<file path="config.mk">
export PLATFORM = sky130hd
export DESIGN_NAME = lcd_string_writer
export DESIGN_NICKNAME = d
export VERILOG_FILES = /design/src/rtl/lcd_string_writer.sv
export SDC_FILE = /design/constraint.sdc
export NUM_CORES = 1
export LEC_CHECK = 0
export ABC_AREA = 0
export CORE_ASPECT_RATIO = 1.1
export CORE_UTILIZATION = 54
export CTS_CLUSTER_DIAMETER = 120
export DETAILED_ROUTE_END_ITERATION = 10
export GPL_TIMING_DRIVEN = 0
export PLACE_DENSITY_LB_ADDON = 0.08
export REMOVE_ABC_BUFFERS = 1
export SLEW_MARGIN = 40
export SYNTH_ARGS = -nofsm -noshare
export SYNTH_HDL_FRONTEND = slang
export SYNTH_SLANG_ARGS = --single-unit
</file>
<file path="constraint.sdc">
create_clock -name clk -period 7.7 [get_ports clk]
set_input_delay 2.31 -clock clk [delete_from_list [all_inputs] [get_ports clk]]
set_output_delay 2.31 -clock clk [all_outputs]
set_load 0.02 [all_outputs]
</file>
<file path="src/rtl/lcd_string_writer.sv">
// Writes a latched 32-character ASCII string to a 2x16 HD44780 LCD over an 8-bit bus.
// Runs the LCD init sequence once after reset; all timing comes from cycle-count parameters.
module lcd_string_writer #(
    parameter int unsigned POWERUP_CYCLES = 750000,
    parameter int unsigned E_PULSE_CYCLES = 25,
    parameter int unsigned CMD_CYCLES     = 2500,
    parameter int unsigned CLEAR_CYCLES   = 100000
) (
    input  logic         clk,
    input  logic         rst_n,
    input  logic [255:0] ascii_string,
    input  logic         start,
    output logic         busy,
    output logic         done,
    output logic         lcd_rs,
    output logic         lcd_rw,
    output logic         lcd_e,
    output logic [7:0]   lcd_data
);

    localparam int unsigned MAX_A   = (POWERUP_CYCLES > E_PULSE_CYCLES) ? POWERUP_CYCLES : E_PULSE_CYCLES;
    localparam int unsigned MAX_B   = (CMD_CYCLES > CLEAR_CYCLES) ? CMD_CYCLES : CLEAR_CYCLES;
    localparam int unsigned MAX_CYC = (MAX_A > MAX_B) ? MAX_A : MAX_B;
    localparam int unsigned CW      = $clog2(MAX_CYC + 1);
    localparam int unsigned IW      = 6;
    localparam logic [IW-1:0] INIT_LAST = IW'(3);
    localparam logic [IW-1:0] STR_LAST  = IW'(33);

    typedef enum logic [2:0] {
        S_PWRUP,
        S_SETUP,
        S_EHI,
        S_WAIT,
        S_IDLE
    } state_e;

    state_e          state_q, state_d;
    logic [CW-1:0]   cnt_q, cnt_d;
    logic [IW-1:0]   idx_q, idx_d;
    logic            str_mode_q, str_mode_d;
    logic            pending_q, pending_d;
    logic [255:0]    str_q, str_d;
    logic            rs_q, rs_d;
    logic [7:0]      data_q, data_d;
    logic            busy_q, e_q, done_q, done_d;
    logic            load_byte;
    logic            last_byte;
    logic [CW-1:0]   wait_last;

    // {rs, data} for sequence position idx; NUL characters are shown as spaces
    function automatic logic [8:0] seq_byte(input logic str_mode, input logic [IW-1:0] idx,
                                            input logic [255:0] s);
        logic [7:0] ch;
        logic [4:0] k;
        seq_byte = 9'h000;
        ch       = 8'h00;
        k        = 5'd0;
        if (!str_mode) begin
            case (idx[1:0])
                2'd0:    seq_byte = 9'h038;
                2'd1:    seq_byte = 9'h00C;
                2'd2:    seq_byte = 9'h001;
                default: seq_byte = 9'h006;
            endcase
        end else if (idx == IW'(0)) begin
            seq_byte = 9'h080;
        end else if (idx == IW'(17)) begin
            seq_byte = 9'h0C0;
        end else begin
            k  = (idx < IW'(17)) ? 5'(idx - IW'(1)) : 5'(idx - IW'(2));
            ch = s[{~k, 3'b000} +: 8];
            seq_byte = {1'b1, (ch == 8'h00) ? 8'h20 : ch};
        end
    endfunction

    assign last_byte = str_mode_q ? (idx_q == STR_LAST) : (idx_q == INIT_LAST);
    assign wait_last = (!rs_q && data_q == 8'h01) ? CW'(CLEAR_CYCLES - 1) : CW'(CMD_CYCLES - 1);

    // Next-state logic for power-up, init list, string sequence and byte engine
    always_comb begin
        state_d    = state_q;
        cnt_d      = cnt_q;
        idx_d      = idx_q;
        str_mode_d = str_mode_q;
        pending_d  = pending_q;
        str_d      = str_q;
        rs_d       = rs_q;
        data_d     = data_q;
        done_d     = 1'b0;
        load_byte  = 1'b0;

        if (start && !str_mode_q && state_q != S_IDLE) begin
            pending_d = 1'b1;
        end

        case (state_q)
            S_PWRUP: begin
                if (cnt_q == CW'(POWERUP_CYCLES - 1)) begin
                    cnt_d      = '0;
                    idx_d      = '0;
                    str_mode_d = 1'b0;
                    state_d    = S_SETUP;
                    load_byte  = 1'b1;
                end else begin
                    cnt_d = cnt_q + CW'(1);
                end
            end
            S_SETUP: begin
                cnt_d   = '0;
                state_d = S_EHI;
            end
            S_EHI: begin
                if (cnt_q == CW'(E_PULSE_CYCLES - 1)) begin
                    cnt_d   = '0;
                    state_d = S_WAIT;
                end else begin
                    cnt_d = cnt_q + CW'(1);
                end
            end
            S_WAIT: begin
                if (cnt_q == wait_last) begin
                    cnt_d = '0;
                    if (!last_byte) begin
                        idx_d     = idx_q + IW'(1);
                        state_d   = S_SETUP;
                        load_byte = 1'b1;
                    end else if (str_mode_q) begin
                        done_d  = 1'b1;
                        state_d = S_IDLE;
                    end else if (pending_q || start) begin
                        // Init finished with a queued request: go straight into the string
                        pending_d  = 1'b0;
                        str_d      = ascii_string;
                        str_mode_d = 1'b1;
                        idx_d      = '0;
                        state_d    = S_SETUP;
                        load_byte  = 1'b1;
                    end else begin
                        state_d = S_IDLE;
                    end
                end else begin
                    cnt_d = cnt_q + CW'(1);
                end
            end
            S_IDLE: begin
                if (start) begin
                    str_d      = ascii_string;
                    str_mode_d = 1'b1;
                    idx_d      = '0;
                    cnt_d      = '0;
                    state_d    = S_SETUP;
                    load_byte  = 1'b1;
                end
            end
            default: state_d = S_PWRUP;
        endcase

        if (load_byte) begin
            {rs_d, data_d} = seq_byte(str_mode_d, idx_d, str_d);
        end
    end

    always_ff @(posedge clk or negedge rst_n) begin
        if (!rst_n) begin
            state_q    <= S_PWRUP;
            cnt_q      <= '0;
            idx_q      <= '0;
            str_mode_q <= 1'b0;
            pending_q  <= 1'b0;
            str_q      <= '0;
            rs_q       <= 1'b0;
            data_q     <= 8'h00;
            busy_q     <= 1'b1;
            e_q        <= 1'b0;
            done_q     <= 1'b0;
        end else begin
            state_q    <= state_d;
            cnt_q      <= cnt_d;
            idx_q      <= idx_d;
            str_mode_q <= str_mode_d;
            pending_q  <= pending_d;
            str_q      <= str_d;
            rs_q       <= rs_d;
            data_q     <= data_d;
            busy_q     <= (state_d != S_IDLE);
            e_q        <= (state_d == S_EHI);
            done_q     <= done_d;
        end
    end

    assign busy     = busy_q;
    assign done     = done_q;
    assign lcd_rs   = rs_q;
    assign lcd_rw   = 1'b0;
    assign lcd_e    = e_q;
    assign lcd_data = data_q;

endmodule

</file>
==> results.py <==
metrics = {
    "run": {
        "timing.max_cap.violations": 0,
    },
    "synthesis": {
        "synth_top_area_cell": "sky130_fd_sc_hd__dfrtp_1",
        "synth-warning-count": 0,
        "synthesis.instances": 1781,
        "synthArstFlopShare": 1.00,
        "yosys_most_used_dff": "sky130_fd_sc_hd__dfrtp_1",
        "post_syn_area_um2": 15400,
        "synth_top_cells_by_area": "sky130_fd_sc_hd__dfrtp_1, sky130_fd_sc_hd__nand2_1, sky130_fd_sc_hd__mux2i_1",
        "synth_sequential_area_ratio": 0.487,
        "average_cell_area_after_synthesis_um2": 8.63,
        "yosysUniqueCellTypes": 90,
        "yosys_top_cell_area_share": 0.485,
        "synth-seq-cells": 299,
        "netlist_top_cells_count": "sky130_fd_sc_hd__nand2_1, sky130_fd_sc_hd__dfrtp_1, sky130_fd_sc_hd__mux2i_1, sky130_fd_sc_hd__nor2_1, sky130_fd_sc_hd__inv_1",
        "yosys.cell_count.top_type": "sky130_fd_sc_hd__nand2_1",
        "synth_edf_count": 0,
    },
    "floorplanning": {
        "die_area_um2": 29100,
        "ioPinCount": 272,
        "number_of_rows_created_at_floorplan": 64,
        "die_y_um": 179,
        "width_of_the_die_um": 163,
        "initial_utilization": 0.551,
        "core_region_area_um2": 27900,
    },
    "finish": {
        "share_of_final_layout_standard_cells_stronger_than_drive_strength_1": 0.0932,
        "footprint_of_the_multi_input_gates_um2": 7300,
        "final_net_count": 2314,
        "synthToLayoutAreaGrowth_pct": 32.6,
        "finish.instance_area_um2": 20400,
        "instances_no_fill": 2437,
        "nFillCells": 2140,
        "register_area_um2": 7480,
    },
    "clock_tree": {
        "cts_inserted_buffers": 34,
        "cts_root_buffer": "sky130_fd_sc_hd__clkbuf_16",
        "cts.clk_slew.worst_paths_ps": 60,
        "clock_tree.buffer_depth": 3,
        "cts_max_level": 2,
        "clk-insertion-delay-late_ps": 510,
        "cts_tree": "yes",
        "numClockSinks": 299,
    },
    "pwr": {
        "power.share.switching": 0.203,
        "report.power.total_mw": 3.47,
        "pwr-share-clk": 0.495,
        "netSwitchingPower_mw": 0.705,
        "combPwrFrac": 0.052,
        "leakagePower_nw": 10.1,
        "worst_ir_drop_vdd_mv": 0.204,
        "pint_mw": 2.76,
        "power.sequential.fraction": 0.453,
        "pwr_density_cell_nw_per_um2": 170,
    },
    "critical_path": {
        "r2r_setup_slack_ps": 610,
        "critical_path.startpoint_type": "primary input",
        "timing.critical_path.required_ps": 8130,
        "r2r.worst_path.cells": 21,
        "crit-reg2reg-capture": "lcd_data[5]",
        "regToRegStartpoint": "lcd_data[2]",
        "path_class": "in2reg",
        "peak_fanout_along_the_critical_path": 29,
        "cp_data_arrival_time_ps": 7940,
        "end_kind": "flop",
    },
    "detailed_routing": {
        "vias": 13900,
        "postRouteWirelength_um": 44800,
        "postRouteAntennaNets": 0,
        "first_iter_violations": 957,
        "drt_drc": 0,
        "drt_pre_antenna_iters": 7,
        "wl_per_cell_um": 18.4,
        "route.detailed.vias_per_inst": 5.70,
    },
    "placed_design": {
        "place_area_um2": 19000,
        "portBuffers": 270,
        "routabilityCongestion": 0.834,
        "dpl.cell_count": 2357,
        "dp_hpwl_um": 32100,
        "place_ws_ps": -1950,
    },
    "timing": {
        "setup_slack_ps": 196,
        "fin_hold_ws_ps": 455,
        "finClkSkew_ps": 6.82,
        "max_slew.worst_pin.slew_ps": 821,
        "final-max-slew-violation-count": 0,
        "final-hold-violation-count": 0,
        "setup_viol_count_final": 0,
        "final_critical_delay_including_setup_and_external_delays_ps": 7500,
        "fmax_mhz": 133,
        "period_share": 0.975,
        "worst_slew_margin_rel": 0.449,
    },
    "grt": {
        "pin_count_of_the_biggest_net_entering_global_routing": 62,
        "via_count_of_the_first_global_routing_pass": 13700,
        "grt_util_all_layers": 0.311,
        "number_of_antenna_violations_at_the_first_check_in_global_routing": 4,
        "globalRoute.totalOverflow": 0,
        "grt_pass1_wl_um": 70800,
    },
    "hold_path": {
        "terminating_pin_of_the_worst_hold_path": "str_q[63]",
        "worstHoldPathCells": 2,
        "worst_hold_start": "str_q[63]",
        "holdCritPathClass": "reg2reg",
    },
    "status": {
        "run_status": "completed",
    },
}
-- power by group through the flow --
stage | combinational, mW | sequential, mW | clock, mW
CTS | 0.184 | 1.57 | 1.73
global route | 0.195 | 1.57 | 1.80
floorplan | 0.00237 | 1.60 | 0
global placement | 0.175 | 1.60 | 0
detailed placement | 0.183 | 1.60 | 0
finish | 0.182 | 1.57 | 1.72
-- worst max-delay path, cell delays in order --
cell and delay (ps):
sky130_fd_sc_hd__clkdlybuf4s50_1 640, sky130_fd_sc_hd__and3_1 230, sky130_fd_sc_hd__nor2_1 80, sky130_fd_sc_hd__and2_2 300
sky130_fd_sc_hd__a211o_4 430, sky130_fd_sc_hd__inv_8 200, sky130_fd_sc_hd__ha_2 320, sky130_fd_sc_hd__inv_1 110
sky130_fd_sc_hd__a41oi_1 250, sky130_fd_sc_hd__and3_1 360, sky130_fd_sc_hd__o21ai_4 150, sky130_fd_sc_hd__mux2i_4 470
sky130_fd_sc_hd__buf_8 220, sky130_fd_sc_hd__mux2_2 350, sky130_fd_sc_hd__a221oi_1 330, sky130_fd_sc_hd__o32ai_1 150
sky130_fd_sc_hd__nor4_2 440, sky130_fd_sc_hd__and4_1 290, sky130_fd_sc_hd__nand4b_1 100, sky130_fd_sc_hd__a31oi_1 170
-- layout make-up --
type,instances,share of cell area
antenna,4,0.000491
clock buffer,48,0.0488
clock inverter,12,0.00964
inverter,70,0.0133
multi-input combinational,1301,0.358
sequential,299,0.367
tap,363,0.0223
timing repair buffer,340,0.180
-- kinds of logic (layout without fill, tap and decap cells) --
kind of cell | after synthesis | count (layout) | synth area share
AO/OA/AOI/OAI | 266 | 267 | 0.126
buffers and inverters | 182 | 470 | 0.0499
AND/OR/NAND/NOR | 892 | 892 | 0.243
multiplexers | 113 | 113 | 0.0753
XOR/XNOR | 19 | 19 | 0.0113
flip-flops | 299 | 299 | 0.487
other | 1 | 5 | 0.000244
adder cells (fa/ha/maj) | 9 | 9 | 0.00733
-- layer usage --
metal	part of all wire	vias to the layer above	global-route usage	wire (um)
met2	0.48	474	0.513	21700
met3	0.066	90	0.0574	2970
li1	-	6578	-	-
met1	0.42	6753	0.405	18600
met4	0.033	0	0.121	1480
met5	0	-	0	0
-- flip-flops by register name, summed over array words and instances (netlist names), 3 cells and up --
| signal | flops |
|---|---|
| cnt_q | 20 |
| str_q | 256 |
| lcd_data | 8 |
| idx_q | 6 |
| state_q | 3 |
-- worst max-delay path by stage --
stage,from,end,slack (ps),cells after the start
after floorplan,start,lcd_data[6],-7440,14
after global placement,start,lcd_data[5],-13850,15
after detailed placement,start,lcd_data[5],-1950,19
after CTS,start,lcd_data[5],20,22
after global routing,start,lcd_data[5],-60,23
final,start,lcd_data[5],200,20
-- cells in the final DEF, fill, tap and decap left out, types with 8 or more instances in the layout --
| cell | n |
|---|---|
| sky130_fd_sc_hd__clkdlybuf4s50_1 | 269 |
| sky130_fd_sc_hd__o2111ai_1 | 9 |
| sky130_fd_sc_hd__buf_16 | 15 |
| sky130_fd_sc_hd__dfrtp_1 | 298 |
| sky130_fd_sc_hd__o211ai_1 | 13 |
| sky130_fd_sc_hd__a2bb2o_1 | 8 |
| sky130_fd_sc_hd__a31oi_1 | 20 |
| sky130_fd_sc_hd__xor2_1 | 13 |
| sky130_fd_sc_hd__o21ai_0 | 37 |
| sky130_fd_sc_hd__a21oi_1 | 52 |
| sky130_fd_sc_hd__mux2_2 | 16 |
| sky130_fd_sc_hd__inv_1 | 66 |
| sky130_fd_sc_hd__o22ai_1 | 11 |
| sky130_fd_sc_hd__clkbuf_16 | 35 |
| sky130_fd_sc_hd__and3_1 | 11 |
| sky130_fd_sc_hd__mux2i_1 | 92 |
| sky130_fd_sc_hd__buf_8 | 10 |
| sky130_fd_sc_hd__nand3_1 | 30 |
| sky130_fd_sc_hd__a221oi_1 | 11 |
| sky130_fd_sc_hd__nor3_1 | 32 |
| sky130_fd_sc_hd__o21ai_1 | 8 |
| sky130_fd_sc_hd__o221ai_1 | 10 |
| sky130_fd_sc_hd__buf_6 | 12 |
| sky130_fd_sc_hd__o32ai_1 | 10 |
| sky130_fd_sc_hd__buf_4 | 32 |
| sky130_fd_sc_hd__nand4_1 | 13 |
| sky130_fd_sc_hd__nor2_1 | 86 |
| sky130_fd_sc_hd__nor4_1 | 9 |
| sky130_fd_sc_hd__nand2_1 | 657 |
-- through the flow --
stage	utilization	setup TNS, ps
global placement	0.647	-5516680
floorplan	-	-1444280
CTS	0.728	0
finish	0.731	0
detailed placement	0.681	-13160
global route	0.731	-59.5
-- what timing repair did --
item                                    CTS  global route
hold buffers                              0             0
endpoints found under the hold margin     0             0
buffers inserted                          9             6
resized for setup                         7             4
endpoints found under the setup margin    8             8
gates cloned                              1             0
pin swaps                                 3             2
No activity file was read; power rests on OpenSTA's default activity.
==> RTL change, RTL diff (same settings) <==
Set the parameter `CMD_CYCLES` to 5000 (it was 2500).
--- a/src/rtl/lcd_string_writer.sv
+++ b/src/rtl/lcd_string_writer.sv
@@ -3,7 +3,7 @@
 module lcd_string_writer #(
     parameter int unsigned POWERUP_CYCLES = 750000,
     parameter int unsigned E_PULSE_CYCLES = 25,
-    parameter int unsigned CMD_CYCLES     = 2500,
+    parameter int unsigned CMD_CYCLES     = 5000,
     parameter int unsigned CLEAR_CYCLES   = 100000
 ) (
     input  logic         clk,
Check against the original RTL: no difference found for any inputs over 4 cycles, from zero or initial values and one cycle with rst_n low; that may be too few to reach the edited logic, so the function may still have changed.
==> RTL change against the original RTL <==
- synthesized cell count grew 5.7%
- sequential cell count is the same
- critical endpoint unchanged
- worst setup slack gained 0.31 ns
- utilization shrank 2.9 points
- area after synthesis grew 7.1%
- design area grew 2.4%
- routed wire length grew 11%
Power is not compared: it rests on default switching activity, and its combinational part moved more than twofold at a synthesized area within 25%.
==> RTL change: results (changes against the original RTL) <==
\begin{tabular}{lr}
\hline
Metric & Value \\
\hline
\multicolumn{2}{l}{\textbf{Cells and area}} \\
\quad NumNets Final & 2362 (+2.1\%) \\
\quad Share of post-route cells with drive strength above 1 & 0.0903 (-0.00293) \\
\multicolumn{2}{l}{\textbf{Critical path}} \\
\quad Crit-path max FO & 25 (-14\%) \\
\quad Beginning of the worst register-to-register path & cnt\_q[6]\$\_DFFE\_PN0P\_ \\
\quad Worst EP arrival & 7.63 ns (-0.31 ns) \\
\quad Worst reg-to-reg path cell count & 15 (-29\%) \\
\multicolumn{2}{l}{\textbf{Synth}} \\
\quad Area share of xor/xnor cells in the synthesized design & 0.00639 (-0.00493) \\
\quad Adder-cell share of the synthesized area & 0.00685 (-0.000483) \\
\quad Cell types with the largest area share after synthesis & dfrtp\_1 45\%, nand2\_1 15\%, mux2i\_1 4.1\% \\
\quad Portion of netlist area occupied by mux cells & 0.0738 (-0.00155) \\
\quad Number of library cell types mapped by synthesis & 95 (+5.6\%) \\
\quad Seq/Total Area, Yosys & 0.455 (-0.0321) \\
\multicolumn{2}{l}{\textbf{Detailed routing}} \\
\quad Routed via count divided by cell count & 6.03 (+5.7\%) \\
\quad Wire length per cell & 20.0 microns (+8.9\%) \\
\multicolumn{2}{l}{\textbf{Placement}} \\
\quad Global placer's final weighted congestion & 0.888 (+6.5\%) \\
\quad Worst setup timing slack at the placement stage & -1.58 ns (+0.374 ns) \\
\quad Instance area after placement & 19600 sq um (+3.6\%) \\
\multicolumn{2}{l}{\textbf{Global route}} \\
\quad Global-route wire length before repair & 77400 microns (+9.3\%) \\
\quad Vias in the first global route & 14400 (+4.9\%) \\
\quad Number of antenna violations at the first check in global routing & 1 (-3) \\
\quad Maximum number of pins on one net before global-route repair & 76 (+23\%) \\
\quad Total global routing track utilization & 0.317 (+0.00670) \\
\multicolumn{2}{l}{\textbf{Timing}} \\
\quad Headroom to the max-slew limit & 0.434 (-0.0151) \\
\quad Layout Skew & 0.0180 ns (+0.0112 ns) \\
\quad Final Cycle Share & 0.934 (-0.0404) \\
\multicolumn{2}{l}{\textbf{Clock network}} \\
\quad Clock insertion delay at the later pin of the skew report & 0.52 ns \\
\multicolumn{2}{l}{\textbf{Status}} \\
\quad Result of the run & finished, final reports clean \\
\hline
\end{tabular}
RTL change: metal layers:
layer  vias to the layer above  global-route usage  wire (microns)
li1                       6969                   -               -
met1                      7325               0.413           20800
met2                       600               0.524           23800
met3                       116              0.0538            3280
met4                         0               0.138            1960
met5                         -                   0               0
RTL change: kinds of logic after synthesis:
logic type / after synthesis
AND/OR/NAND/NOR: 927
buffers and inverters: 169
XOR/XNOR: 12
AO/OA/AOI/OAI: 357
flip-flops: 299
other: 1
multiplexers: 108
adder cells (fa/ha/maj): 9
RTL change: final cells by class:
cell class / instances / area (sq um) / share of cell area
sequential: 299 / 7480 / 0.359
multi-input combinational: 1415 / 8360 / 0.401
timing repair buffer: 301 / 3280 / 0.157
antenna: 1 / 2.50 / 0.000120
tap: 374 / 468 / 0.0224
clock buffer: 50 / 992 / 0.0475
clock inverter: 7 / 120 / 0.00575
inverter: 43 / 171 / 0.00821
RTL change: metrics by stage:
stage                     std cells  utilization  setup TNS [ns]
after detailed placement       2428        0.661           -8.16
final                          2490        0.702               0
after floorplan                1756            -         -930.56
after CTS                      2486        0.699               0
after global placement         2400        0.639        -4797.99
after global routing           2490        0.702               0
RTL change: repair_timing:
item                                    in CTS  in global routing
pin swaps                                    1                  2
buffers inserted                             1                  2
gates cloned                                 0                  1
resized for setup                            7                 13
endpoints found under the setup margin       8                  4
RTL change: worst min path at each step:
stage | slack, ns | start | cells after the start | to
4_1_cts | 0.47 | str_q[76]$_DFF_PN0_ | 2 | str_q[76]$_DFF_PN0_
5_1_grt | 0.48 | str_q[61]$_DFF_PN0_ | 2 | str_q[61]$_DFF_PN0_
3_5_place_dp | 0.45 | str_q[65]$_DFF_PN0_ | 2 | str_q[65]$_DFF_PN0_
6_report | 0.47 | str_q[18]$_DFF_PN0_ | 2 | str_q[18]$_DFF_PN0_
2_1_floorplan | 0.43 | str_q[164]$_DFF_PN0_ | 2 | str_q[164]$_DFF_PN0_
3_3_place_gp | 0.45 | str_q[74]$_DFF_PN0_ | 2 | str_q[74]$_DFF_PN0_
RTL change: power breakdown:
part           internal (mW)  switching [mW]
logic                   1.01            1.96
clock network          0.992           0.649
registers               1.67          0.0624
RTL change: critical path: stages:
cell,delay [ns]
dlymetal6s2s_1,0.35
nor2_1,0.13
a21o_1,0.21
a21o_1,0.19
o21ai_1,0.35
a21o_4,0.42
ha_2,0.67
inv_1,0.51
o211ai_4,0.50
nand2_1,0.42
a221oi_1,0.37
a211oi_1,0.12
a21oi_1,0.34
nand3_1,0.12
or4_1,0.52
nand3_1,0.09
